File: src/rtl/debouncer_pkg.sv
// Shared types for the multi-channel debouncer.
// The channel mode chooses how a change is handled. EARLY acts on the change at once and then
// locks out. LATE acts only after the input has been stable.
package debouncer_pkg;

    typedef enum logic {
        EARLY = 1'b0,
        LATE  = 1'b1
    } debouncer_mode_t;

    localparam int STATE_W = 2;

    // The two transitional states share an encoding across modes:
    //   ST_TO_HIGH is WAIT_HIGH in LATE mode and HOLD_HIGH in EARLY mode.
    //   ST_TO_LOW  is WAIT_LOW  in LATE mode and HOLD_LOW  in EARLY mode.
    typedef enum logic [STATE_W-1:0] {
        ST_LOW     = 2'd0,
        ST_TO_HIGH = 2'd1,
        ST_HIGH    = 2'd2,
        ST_TO_LOW  = 2'd3
    } debouncer_state_t;

endpackage

File: src/rtl/debouncer_channel.sv
// One debounce channel: a 4-state FSM, a tick counter, and registered level/edge outputs.
// The 'state' port exposes the FSM state for debug.
module debouncer_channel
    import debouncer_pkg::*;
#(
    parameter int STABLE_TICKS = 2
) (
    input  logic             clk,
    input  logic             rst,
    input  debouncer_mode_t  mode,
    input  logic             tick,
    input  logic             sample,
    output logic             o_out,
    output logic             o_rise,
    output logic             o_fall,
    output debouncer_state_t state
);

    localparam int CW = $clog2(STABLE_TICKS + 1);

    debouncer_state_t state_q, state_d;
    logic [CW-1:0]    cnt_q, cnt_d;
    logic             out_q, out_d;
    logic             rise_q, fall_q;
    logic             last_tick;

    // In LATE mode a reverting input in a WAIT state beats a coinciding tick.
    // In EARLY mode the input is ignored in HOLD states.
    always_comb begin
        state_d   = state_q;
        cnt_d     = cnt_q;
        last_tick = (cnt_q == CW'(STABLE_TICKS - 1));
        case (state_q)
            ST_LOW: begin
                if (sample) begin
                    state_d = ST_TO_HIGH;
                    cnt_d   = '0;
                end
            end
            ST_TO_HIGH: begin
                if (mode == LATE && !sample) begin
                    state_d = ST_LOW;
                end else if (tick) begin
                    if (last_tick) begin
                        state_d = ST_HIGH;
                        cnt_d   = '0;
                    end else begin
                        cnt_d = cnt_q + 1'b1;
                    end
                end
            end
            ST_HIGH: begin
                if (!sample) begin
                    state_d = ST_TO_LOW;
                    cnt_d   = '0;
                end
            end
            ST_TO_LOW: begin
                if (mode == LATE && sample) begin
                    state_d = ST_HIGH;
                end else if (tick) begin
                    if (last_tick) begin
                        state_d = ST_LOW;
                        cnt_d   = '0;
                    end else begin
                        cnt_d = cnt_q + 1'b1;
                    end
                end
            end
            default: begin
                state_d = ST_LOW;
                cnt_d   = '0;
            end
        endcase
        if (mode == LATE) begin
            out_d = (state_d == ST_HIGH) || (state_d == ST_TO_LOW);
        end else begin
            out_d = (state_d == ST_TO_HIGH) || (state_d == ST_HIGH);
        end
    end

    // State, counter and registered outputs.
    // The edge pulses appear in the same cycle as the new level.
    always_ff @(posedge clk or negedge rst) begin
        if (!rst) begin
            state_q <= ST_LOW;
            cnt_q   <= '0;
            out_q   <= 1'b0;
            rise_q  <= 1'b0;
            fall_q  <= 1'b0;
        end else begin
            state_q <= state_d;
            cnt_q   <= cnt_d;
            out_q   <= out_d;
            rise_q  <= out_d & ~out_q;
            fall_q  <= ~out_d & out_q;
        end
    end

    assign o_out  = out_q;
    assign o_rise = rise_q;
    assign o_fall = fall_q;
    assign state  = state_q;

endmodule

File: src/rtl/debouncer_multi.sv
// Multi-channel debouncer top.
// It holds the shared debounce tick counter, the optional input synchronizer and N_CH channel
// instances.
// Define DEBOUNCER_SYNC_EN to put a 2-flop synchronizer on every input bit; this adds 2 cycles
// of latency.
// dbg_state carries each channel's FSM state, 2 bits per channel, with channel i at [2i+1:2i].
module debouncer_multi
    import debouncer_pkg::*;
#(
    parameter int              N_CH         = 4,
    parameter int              TICK_DIV     = 1_250_000,
    parameter int              STABLE_TICKS = 2,
    parameter logic [N_CH-1:0] LATE_MASK    = '0
) (
    input  logic                      clk,
    input  logic                      rst,
    input  logic [N_CH-1:0]           i_signal,
    output logic [N_CH-1:0]           o_out,
    output logic [N_CH-1:0]           o_rise,
    output logic [N_CH-1:0]           o_fall,
    output logic [STATE_W*N_CH-1:0]   dbg_state
);

    localparam int TW = (TICK_DIV > 2) ? $clog2(TICK_DIV) : 1;

    logic [TW-1:0]   tick_cnt;
    logic            tick;
    logic [N_CH-1:0] sample;

    assign tick = (tick_cnt == TW'(TICK_DIV - 1));

    // Free-running tick counter, 0..TICK_DIV-1.
    always_ff @(posedge clk or negedge rst) begin
        if (!rst) begin
            tick_cnt <= '0;
        end else if (tick) begin
            tick_cnt <= '0;
        end else begin
            tick_cnt <= tick_cnt + 1'b1;
        end
    end

`ifdef DEBOUNCER_SYNC_EN
    logic [N_CH-1:0] sync_q1, sync_q2;

    // Two-flop synchronizer for asynchronous pin inputs.
    always_ff @(posedge clk or negedge rst) begin
        if (!rst) begin
            sync_q1 <= '0;
            sync_q2 <= '0;
        end else begin
            sync_q1 <= i_signal;
            sync_q2 <= sync_q1;
        end
    end

    assign sample = sync_q2;
`else
    assign sample = i_signal;
`endif

    for (genvar i = 0; i < N_CH; i++) begin : g_ch
        localparam debouncer_mode_t MODE = LATE_MASK[i] ? LATE : EARLY;
        debouncer_state_t ch_state;

        debouncer_channel #(
            .STABLE_TICKS (STABLE_TICKS)
        ) u_ch (
            .clk    (clk),
            .rst    (rst),
            .mode   (MODE),
            .tick   (tick),
            .sample (sample[i]),
            .o_out  (o_out[i]),
            .o_rise (o_rise[i]),
            .o_fall (o_fall[i]),
            .state  (ch_state)
        );

        assign dbg_state[STATE_W*i +: STATE_W] = ch_state;
    end

endmodule

File: config.mk
export PLATFORM = sky130hd
export DESIGN_NAME = debouncer_multi
export DESIGN_NICKNAME = d
export VERILOG_FILES = /design/src/rtl/debouncer_pkg.sv /design/src/rtl/debouncer_channel.sv /design/src/rtl/debouncer_multi.sv
export SDC_FILE = /design/constraint.sdc
export NUM_CORES = 1
export LEC_CHECK = 0
export BUFFER_PORTS_ARGS = -buffer_cell sky130_fd_sc_hd__clkbuf_2
export CAP_MARGIN = 15
export CELL_PAD_IN_SITES_DETAIL_PLACEMENT = 1
export CELL_PAD_IN_SITES_GLOBAL_PLACEMENT = 1
export CORE_MARGIN = 8
export CORE_UTILIZATION = 44
export CTS_BUF_LIST = sky130_fd_sc_hd__clkbuf_4
export CTS_CLUSTER_DIAMETER = 30
export DETAILED_ROUTE_END_ITERATION = 16
export PLACE_DENSITY = 0.9
export SLEW_MARGIN = 0
export SYNTH_ARGS = -nofsm -noshare
export SYNTH_HDL_FRONTEND = slang
export SYNTH_HIERARCHICAL = 1
export SYNTH_SLANG_ARGS = --single-unit
File: constraint.sdc
create_clock -name clk -period 1.8 [get_ports clk]
set_input_delay 0.18 -clock clk [delete_from_list [all_inputs] [get_ports clk]]
set_output_delay 0.18 -clock clk [all_outputs]
set_load 0.05 [all_outputs]
==> reports/results.ini <==
[status]
status = complete, but fails checks
violations = negative setup slack

[pwr]
ir_drop_mv = 0.361
p_per_area_nw_per_um2 = 675
leakage_nw = 1.52
finalPower_w = 0.00219

[clocking]
clockBufferDepth = 2
cts.sinks = 49
cts_buffers = 5
clkSlewWorstSetupHoldPaths_ps = 150
cts_root_buf = clkbuf_4
clock_latency_ps = 360
cts_tree = built
htreeDepth = 2

[synth]
yosys-top-cells-area = dfrtp_1 49%, xnor2_1 4.6%, xor2_1 2.8%
synth_top_family_by_area = simple AND/OR/NAND/NOR gates
synth_xor_area_share_pct = 7.39
async_flop_share_pct = 100
yosys_warnings = 6
synth_mux_area_share_pct = 2.41
avgSynthCellArea_um2 = 11.0
synth_commonest_cells = 49 x dfrtp_1, 17 x nor2_1, 14 x nand2_1, 13 x a21oi_1, 13 x xnor2_1
yosysTopAreaCell = dfrtp_1
synth_top_area_share_pct = 49.2
synth_cells = 227
ys_seq_elements = 49
synth_compound_area_share_pct = 12.9
synth.most_common_cell = dfrtp_1
ys.flop_type = dfrtp_1
syn_area_um2 = 2490
synthAdderAreaFrac_pct = 0.503
synth.distinct_cells = 36
synth_edf_count = 0
synth-simple-area-share_pct = 25.1
yosysSeqAreaShare_pct = 49.2

[critical_path]
crit_required_ps = 2050
worstSetupPathType = flop to flop
crit_chain = nor4b_2, nand4_1, nor4b_4, buf_6, buf_6, nand3b_1, a21o_1, o211ai_1
cp.arrival_ps = 2400
endpoint_kind = flop
cp_max_fo = 6
cpMaxStageDelayCell = dfrtp_1
crit_family = simple AND/OR/NAND/NOR gates
crit_path_start_kind = flop
path_buf_inv = 2
critical_path.most_common_cell = buf_6
slowest_delay_ps = 430

[timing]
rsz0062_at_grt = yes
finalSetupTns_ps = -5560
fmax_mhz = 466
hold_ws_ps = 295
slew_headroom_pct = 57.9
period_share_pct = 119
final-setup-viol-count = 25
final.min_clock_period_ps = 2150
hold_viol = 0
finClkSkew_ps = 16.5
slew_viol_final = 0
tightest_slew_ps = 632
setup_slack_ps = -347

[routing]
wire_per_inst_um = 20.1
via_count = 2163
first_pass_iters = 4
route.detailed.drc = 0
via_per_inst = 5.59
drtAntennaViolNets = 0
wl_um = 7770
first_iter_violations = 89

[global_route]
grt_pass1_wl_um = 12300
antenna_found_initial = 0
grt_pass1_vias = 2331
globalRouteTotalUtil_pct = 18.2
grt_start_max_net_pins = 50
grt_overflow = 0

[floorplan]
core_um2 = 5470
dieHeight_um = 91.2
die_w_um = 91.2
rows = 27
ios = 26
fp.dieArea_um2 = 8320
start_util_pct = 45.5

[cells_and_area]
area.sequential_um2 = 1230
diodes = 0
drive_above_1_share_pct = 34.0
n_fill_cell = 623
area_delta_synth_final_pct = 30.5
nNetsFinal = 321
multi_input_area_um2 = 1410

[worst_hold_path]
min_path_type = input pin to flop

[job]
maxCapViolations = 0

[placement]
hpwl_um = 4660
port_buffers = 25
routabilityCongestion = 0.826
dpl_worst_slack_ps = -276

[report_power, final]
| part | internal, W | total, W | switching, W |
|---|---|---|---|
| Sequential | 0.00115 | 0.00122 | 0.0000744 |
| Clock | 0.000305 | 0.000663 | 0.000357 |
| Combinational | 0.0000907 | 0.000308 | 0.000217 |
[per-layer routing]
| metal | wire length [µm] | up-vias | track usage, % |
|---|---|---|---|
| li1 | - | 974 | - |
| met1 | 3170 | 1111 | 21.2 |
| met2 | 4090 | 52 | 32.5 |
| met3 | 211 | 26 | 2.63 |
| met4 | 298 | 0 | 7.78 |
| met5 | 0 | - | 0 |
[cells by family after synthesis]
logic type      Yosys count
simple gates             97
flops                    49
compound gates           43
xor+xnor                 21
buf+inv                  11
mux                       4
fa+ha+maj                 1
other cells               1
[cell usage in the layout, fill, tap and decap left out, drive strengths merged, types with 5 or more instances in the layout]
cell	instances
nor2b	5
a31oi	5
xor2	8
conb	28
nor3	7
clkbuf	31
dfrtp	49
nand2	14
and3	6
nor2	17
nand4	8
xnor2	13
a21oi	13
nand3	11
a22oi	8
buf	34
[metrics by stage]
| stage | cell area [µm²] | std cells | utilization (%) |
|---|---|---|---|
| 6_report | 3250 | 387 | 59.4 |
| 5_1_grt | 3250 | 387 | 59.4 |
| 4_1_cts | 3220 | 386 | 58.8 |
| 3_5_place_dp | 2950 | 368 | 53.9 |
| 3_3_place_gp | 2950 | 368 | 53.9 |
| 2_1_floorplan | 2600 | 254 | - |
[sequential cells by signal, indices dropped and copies added, names as in the netlist]
register and flops:
g_ch.u_ch/o_fall 4, tick_cnt 21, g_ch.u_ch/cnt_q 8, g_ch.u_ch/o_rise 4
g_ch.u_ch/state 8, g_ch.u_ch/o_out 4
[repair_timing]
action                                 in CTS  in global routing
endpoints found under the hold margin      49                  0
setup endpoints to repair                  21                 28
hold buffers                                1                  0
resized for setup                          30                  6
buffers inserted                            9                  2
pin swaps                                  15                  5
[worst paths after layout]
check | from | endpoint | slack [ps] | cells past startpoint
max in group asynchronous | rst | tick_cnt[11] | 920 | 3
worst max-delay path | tick_cnt[11] | g_ch[0].u_ch/cnt_q[0] | -350 | 8
min in group asynchronous | rst | tick_cnt[4] | 440 | 3
worst min-delay path | i_signal[2] | g_ch[2].u_ch/o_out | 300 | 4
worst max register to register | tick_cnt[11] | g_ch[0].u_ch/cnt_q[0] | -350 | 8
worst min register to register | g_ch[2].u_ch/o_out | g_ch[2].u_ch/o_rise | 490 | 1
[layout make-up]
class / count / share of cell area (%)
Timing Repair Buffer: 60 / 13.2
Clock inverter: 2 / 1.04
Sequential cell: 49 / 37.7
Tap cell: 72 / 2.77
Multi-Input combinational cell: 194 / 43.4
Clock buffer: 6 / 1.39
Inverter: 4 / 0.462
[worst reg2reg max path, delay by kind of cell (launching register included)]
kind                   cells  cell delay [ps]
buffers and inverters      2              290
AND/OR/NAND/NOR            4              990
AO/OA/AOI/OAI              2              340
flip-flops                 1              430
No activity file was read; power rests on OpenSTA's default activity.
